===== src/rtl/btn_event_sched_pkg.sv =====
// -----------------------------------------------------------------------------
// btn_event_sched_pkg
//
// Shared definitions for the button event scheduler:
//   - state_t     : arbiter/offer FSM state encoding (IDLE=0, OFFER=1)
//   - DEF_N_BTN   : default number of button-filter channels
//   - DEF_PRESC   : default clock cycles per sample-enable strobe
//   - clog2_min1  : ceil(log2(value)) clamped to a minimum of 1, used to size
//                   the event index so that two channels still get one bit
// -----------------------------------------------------------------------------
package btn_event_sched_pkg;

    typedef enum logic {
        IDLE  = 1'b0,
        OFFER = 1'b1
    } state_t;

    localparam int DEF_N_BTN = 4;
    localparam int DEF_PRESC = 250;

    function automatic int clog2_min1(input int value);
        int width;
        width = 1;
        for (int i = 1; i < 32; i++) begin
            if ((1 << width) < value) begin
                width = width + 1;
            end
        end
        return width;
    endfunction

endpackage


===== src/rtl/btn_event_sched_rr_arbiter.sv =====
// -----------------------------------------------------------------------------
// btn_event_sched_rr_arbiter
//
// Purely combinational round-robin selector. Starting at index ptr and
// walking upward with wrap-around modulo N, it returns the first requesting
// index. The wrap is an explicit subtraction of N, so non-power-of-two
// channel counts never produce an index >= N.
//
// Ports:
//   req       in  N    request vector (one bit per channel)
//   ptr       in  IDW  highest-priority index for this search (must be < N)
//   grant     out IDW  selected index (0 when nothing is requested)
//   any_grant out 1    at least one request present
// -----------------------------------------------------------------------------
module btn_event_sched_rr_arbiter #(
    parameter int N   = 4,
    parameter int IDW = 2
) (
    input  logic [N-1:0]   req,
    input  logic [IDW-1:0] ptr,
    output logic [IDW-1:0] grant,
    output logic           any_grant
);

    // Candidate index for each search offset, wrapped into 0..N-1.
    logic [IDW-1:0] cand [N];

    genvar gi;
    generate
        for (gi = 0; gi < N; gi++) begin : g_cand
            logic [IDW:0] sum;
            assign sum       = {1'b0, ptr} + (IDW+1)'(gi);
            assign cand[gi]  = (sum >= (IDW+1)'(N)) ? IDW'(sum - (IDW+1)'(N))
                                                    : sum[IDW-1:0];
        end
    endgenerate

    // Walk offsets from the farthest to the nearest so that the nearest
    // requesting candidate (lowest offset from ptr) is the last assignment.
    always_comb begin
        grant     = '0;
        any_grant = |req;
        for (int k = N - 1; k >= 0; k--) begin
            if (req[cand[k]]) begin
                grant = cand[k];
            end
        end
    end

endmodule


===== src/rtl/btn_event_sched.sv =====
// -----------------------------------------------------------------------------
// btn_event_sched
//
// Controller for a bank of button-filter channels. It generates the shared
// sample-enable strobe for all filters, latches each filter's one-cycle press
// pulse into a pending bit, and serialises pending presses into a single
// valid/ready event stream using round-robin arbitration.
//
// Ports:
//   CLK       in  1      system clock, rising edge
//   RST       in  1      synchronous active-low reset
//   CE_O      out 1      one-cycle sample strobe every PRESC cycles
//   BTN_EV    in  N_BTN  press pulses from the filters
//   EV_VALID  out 1      an event is offered on EV_ID
//   EV_ID     out IDW    index of the offered button
//   EV_READY  in  1      consumer accepts the offered event
//   OVF       out N_BTN  sticky per-channel "press lost" flags
//   OVF_CLR   in  1      clears all OVF bits
// -----------------------------------------------------------------------------
module btn_event_sched
    import btn_event_sched_pkg::*;
#(
    parameter int N_BTN = DEF_N_BTN,
    parameter int PRESC = DEF_PRESC,
    parameter int IDW   = clog2_min1(N_BTN)
) (
    input  logic             CLK,
    input  logic             RST,
    output logic             CE_O,
    input  logic [N_BTN-1:0] BTN_EV,
    output logic             EV_VALID,
    output logic [IDW-1:0]   EV_ID,
    input  logic             EV_READY,
    output logic [N_BTN-1:0] OVF,
    input  logic             OVF_CLR
);

    // ------------------------------------------------------------------
    // Prescaler: counts 0..PRESC-1. The strobe is registered from the
    // terminal count, so it appears in the cycle after the counter sits at
    // PRESC-1. With PRESC=1 the terminal count is always true and the
    // strobe stays high after the first non-reset edge.
    // ------------------------------------------------------------------
    localparam logic [15:0] PRESC_LAST = 16'(PRESC - 1);

    logic [15:0] presc_cnt_reg;
    logic        ce_reg;

    always_ff @(posedge CLK) begin
        if (!RST) begin
            presc_cnt_reg <= '0;
            ce_reg        <= 1'b0;
        end else begin
            if (presc_cnt_reg == PRESC_LAST) begin
                presc_cnt_reg <= '0;
            end else begin
                presc_cnt_reg <= presc_cnt_reg + 16'd1;
            end
            ce_reg <= (presc_cnt_reg == PRESC_LAST);
        end
    end

    assign CE_O = ce_reg;

    // ------------------------------------------------------------------
    // Event FSM registers (declared here because the pending logic needs
    // the handshake).
    // ------------------------------------------------------------------
    state_t         state_reg;
    logic           ev_valid_reg;
    logic [IDW-1:0] ev_id_reg;
    logic [IDW-1:0] ptr_reg;

    logic handshake;
    assign handshake = ev_valid_reg & EV_READY;

    // ------------------------------------------------------------------
    // Pending and overflow bits.
    // A press on a bit that is being cleared by this cycle's handshake
    // re-arms it (set wins) and is not an overflow. A press on a bit that
    // stays pending is dropped and flagged. A fresh overflow beats OVF_CLR.
    // ------------------------------------------------------------------
    logic [N_BTN-1:0] pend_reg;
    logic [N_BTN-1:0] pend_next;
    logic [N_BTN-1:0] ovf_reg;
    logic [N_BTN-1:0] ovf_next;
    logic [N_BTN-1:0] clr_vec;
    logic [N_BTN-1:0] ovf_set;

    genvar gi;
    generate
        for (gi = 0; gi < N_BTN; gi++) begin : g_chan
            assign clr_vec[gi]   = handshake && (ev_id_reg == IDW'(gi));
            assign ovf_set[gi]   = BTN_EV[gi] & pend_reg[gi] & ~clr_vec[gi];
            assign pend_next[gi] = BTN_EV[gi] | (pend_reg[gi] & ~clr_vec[gi]);
            assign ovf_next[gi]  = ovf_set[gi] | (ovf_reg[gi] & ~OVF_CLR);
        end
    endgenerate

    always_ff @(posedge CLK) begin
        if (!RST) begin
            pend_reg <= '0;
            ovf_reg  <= '0;
        end else begin
            pend_reg <= pend_next;
            ovf_reg  <= ovf_next;
        end
    end

    assign OVF = ovf_reg;

    // ------------------------------------------------------------------
    // Round-robin selection over the registered pending vector.
    // ------------------------------------------------------------------
    logic [IDW-1:0] grant;
    logic           any_grant;

    btn_event_sched_rr_arbiter #(
        .N   (N_BTN),
        .IDW (IDW)
    ) u_rr_arbiter (
        .req       (pend_reg),
        .ptr       (ptr_reg),
        .grant     (grant),
        .any_grant (any_grant)
    );

    // Pointer advances to the slot after the accepted event, wrapping
    // explicitly at N_BTN-1.
    logic [IDW-1:0] ptr_next;
    assign ptr_next = (ev_id_reg == IDW'(N_BTN - 1)) ? '0 : ev_id_reg + IDW'(1);

    // ------------------------------------------------------------------
    // Offer FSM. Leaving OFFER always passes through IDLE, which yields
    // the mandatory low cycle between consecutive events.
    // ------------------------------------------------------------------
    always_ff @(posedge CLK) begin
        if (!RST) begin
            state_reg    <= IDLE;
            ev_valid_reg <= 1'b0;
            ev_id_reg    <= '0;
            ptr_reg      <= '0;
        end else begin
            case (state_reg)
                IDLE: begin
                    if (any_grant) begin
                        ev_id_reg    <= grant;
                        ev_valid_reg <= 1'b1;
                        state_reg    <= OFFER;
                    end
                end
                OFFER: begin
                    if (EV_READY) begin
                        ev_valid_reg <= 1'b0;
                        ptr_reg      <= ptr_next;
                        state_reg    <= IDLE;
                    end
                end
                default: begin
                    ev_valid_reg <= 1'b0;
                    state_reg    <= IDLE;
                end
            endcase
        end
    end

    assign EV_VALID = ev_valid_reg;
    assign EV_ID    = ev_id_reg;

endmodule


===== config.mk =====
export PLATFORM = sky130hd
export DESIGN_NAME = btn_event_sched
export DESIGN_NICKNAME = d
export VERILOG_FILES = /design/src/rtl/btn_event_sched_pkg.sv /design/src/rtl/btn_event_sched_rr_arbiter.sv /design/src/rtl/btn_event_sched.sv
export SDC_FILE = /design/constraint.sdc
export NUM_CORES = 1
export LEC_CHECK = 0
export CAP_MARGIN = 10
export CELL_PAD_IN_SITES_DETAIL_PLACEMENT = 1
export CELL_PAD_IN_SITES_GLOBAL_PLACEMENT = 1
export CORE_MARGIN = 5
export CORE_UTILIZATION = 37
export DETAILED_ROUTE_END_ITERATION = 6
export PLACE_DENSITY = 0.73
export SYNTH_ARGS = -nofsm -noshare
export SYNTH_HDL_FRONTEND = slang
export SYNTH_SLANG_ARGS = --single-unit

===== constraint.sdc =====
create_clock -name CLK -period 1.6 [get_ports CLK]
set_input_delay 0.32 -clock CLK [delete_from_list [all_inputs] [get_ports CLK]]
set_output_delay 0.32 -clock CLK [all_outputs]
set_load 0.1 [all_outputs]

==> flow_metrics.py <==
metrics = {
    "timing": {
        "drv_slew": 0,
        "fin_ws_ps": 61.48,
        "finalHoldViolations": 0,
        "tns_ps": 0,
        "fin_skew_ps": 9.876,
        "min_period_ps": 1539,
        "relSlewSlack_pct": 69.62,
        "fin_crit_sh_pct": 96.16,
        "hold_slack_ps": 444.8,
        "tightest_slew_ps": 451.5,
        "setup_viol_count_final": 0,
        "max_freq_ghz": 0.6500,
    },
    "critical_path": {
        "slowest_delay_ps": 450,
        "cp_slowest_cell": "nor4_2",
        "start_kind": "flip-flop",
        "cp_max_fo": 6,
        "path_class": "flip-flop to flip-flop",
        "endpoint_kind": "flip-flop",
        "cp.arrival_ps": 1720,
        "path_delay_family": "simple AND/OR/NAND/NOR gates",
        "required_ps": 1780,
        "path_cells": "nand4_1 -> nor4_2 -> xnor2_1 -> nor2_1",
        "critPathBufInv": 0,
    },
    "finish": {
        "fin_cells": 242,
        "antenna_cells": 0,
        "nets": 207,
        "area_delta_synth_final_pct": 34.38,
        "drive_gt1_share_pct": 19.59,
        "largest_register_ff_count": 16,
    },
    "clock_tree": {
        "htree_levels": 2,
        "cts_buffers": 5,
        "clock_latency_ps": 290,
        "clk_path_buf_depth": 2,
        "cts_hold_buf": 0,
        "clk_pin_slew_ps": 70,
        "cts_tree": "done",
        "cts.sinks": 31,
        "cts_root_buf": "clkbuf_8",
        "ctsResizeCount": 0,
        "cts_setup_buffers": 0,
    },
    "drt": {
        "wl_mm": 3.458,
        "drt_iter0_markers": 43,
        "wl_per_cell_um": 14.29,
        "via_per_inst": 4.917,
        "ant_nets": 0,
        "drcViolationCount": 0,
        "wl_met1_mm": 1.642,
        "met3WireLength_um": 106,
        "num_vias": 1190,
        "first_pass_iters": 4,
        "highest_layer": "met4",
        "wl_met2_mm": 1.641,
    },
    "yosys": {
        "syn_nets": 177,
        "synth.area.top_cells": "dfxtp_1 44%, nor2_1 9.4%, xnor2_1 7.5%, ha_1 5.4%, a21oi_1 3.6%",
        "synth_edf_count": 0,
        "synth_xor_area_share_pct": 8.774,
        "syn-cell-area_um2": 1398,
        "ys.flop_type": "dfxtp_1",
        "synthAdderAreaFrac_pct": 5.372,
        "synth-simple-area-share_pct": 27.75,
        "ys_warn_count": 0,
        "synth_compound_area_share_pct": 9.758,
        "syn_inst": 163,
        "async_reset_ff_share_pct": 0,
        "synth_common_cells": "35 x nor2_1, 31 x dfxtp_1, 12 x xnor2_1",
        "ys_types": 28,
        "ys_seq_area_share_pct": 44.40,
        "netlist.area_leader.share_pct": 44.40,
        "ys_ff_latch": 31,
        "synthMuxAreaShare_pct": 0.7162,
        "synth.avg_cell_area_um2": 8.574,
        "synth_top_family_by_area": "simple AND/OR/NAND/NOR gates",
        "synth_most_common_cell": "nor2_1",
        "yosysTopAreaCell": "dfxtp_1",
    },
    "flow_run": {
        "maxCapViolations": 0,
    },
    "floorplan": {
        "die_h_um": 71.46,
        "initial_core_util_pct": 38.17,
        "die_w_um": 71.46,
        "rows": 22,
        "ios": 16,
        "core_area_um2": 3661,
        "die-area_um2": 5107,
    },
    "global_route": {
        "overflow": 0,
        "grt_pass1_vias": 1246,
        "grt_use_total_pct": 14.77,
        "grt_max_degree": 14,
        "grt_pass1_wl_mm": 5.809,
        "antenna_found_initial": 0,
    },
    "status": {
        "status": "complete, no violations",
    },
    "place": {
        "place_congestion": 0.7613,
        "post-place-cells": 234,
        "place_hpwl_mm": 2.589,
        "dp_slack_ps": 42.80,
        "port_buffers": 15,
    },
    "pwr": {
        "power_density_nw_per_um2": 978.4,
        "leakage_uw": 0.0006841,
        "power_uw": 1838,
        "irDropWorstVdd_uv": 560.3,
    },
    "min_path": {
        "hold_class": "flip-flop to flip-flop",
    },
}
==> cell type report <==
cell class | count | area, um^2
Tap cell | 48 | 60.06
Sequential cell | 31 | 628.1
Multi-Input combinational cell | 122 | 750.7
Fill cell | 426 | 1783
Inverter | 8 | 30.03
Clock buffer | 8 | 100.1
Timing Repair Buffer | 25 | 309.0
==> power breakdown <==
| part | leakage [uW] | switching [uW] | internal [uW] |
|---|---|---|---|
| clock | 0.0000515 | 291 | 392 |
| combinational | 0.000377 | 176 | 121 |
| sequential | 0.000256 | 49.3 | 808 |
| total | 0.000684 | 516 | 1320 |
==> worst paths after layout <==
path	from	to	slack [ps]	depth (start not counted)
setup / recovery	presc_cnt_reg[2]$_SDFF_PP0_	presc_cnt_reg[13]$_SDFF_PP0_	60	4
hold / removal	presc_cnt_reg[0]$_SDFF_PP0_	presc_cnt_reg[0]$_SDFF_PP0_	440	1
setup reg to reg	presc_cnt_reg[2]$_SDFF_PP0_	presc_cnt_reg[13]$_SDFF_PP0_	60	4
hold reg to reg	presc_cnt_reg[0]$_SDFF_PP0_	presc_cnt_reg[0]$_SDFF_PP0_	440	1
==> cells by family after synthesis <==
| family | count (synthesis) |
|---|---|
| compound gates | 21 |
| buf+inv | 10 |
| fa+ha+maj | 6 |
| mux | 1 |
| xor+xnor | 14 |
| simple gates | 80 |
| flops | 31 |
==> cell usage in the layout, fill, tap and decap left out, types with 3 or more instances in the layout <==
cell and instances:
buf_12 8, clkbuf_8 7, nor3_1 7, dfxtp_2 6, clkdlybuf4s50_1 7, xnor2_1 12
ha_1 6, buf_4 9, nand3_1 5, nor2b_1 6, nor4_1 3, nor2_1 35
nand4_1 4, nand2_1 10, a21boi_0 4, nor4_2 3, dfxtp_1 25, inv_1 8
a21oi_1 10, o21ai_0 3
==> worst reg2reg max path: cells and delay by family (launching register included) <==
| family | cells | cell delay, ps |
|---|---|---|
| xor gates and xnor gates | 1 | 170 |
| DFF | 1 | 440 |
| and+or+nand+nor | 3 | 830 |
==> per-layer routing <==
layer | GRT usage (%) | up-vias
met5 | 0 | -
li1 | - | 607
met3 | 4.628 | 5
met4 | 7.516 | 0
met2 | 23.47 | 10
met1 | 17.89 | 568
==> per-stage QoR <==
stage	instance area [um^2]	utilization, %
after detailed placement	1752	47.85
final	1878	51.30
after global placement	1752	47.85
after floorplan	1401	-
after CTS	1852	50.58
after global routing	1878	51.30
No activity file was read; power rests on OpenSTA's default activity.
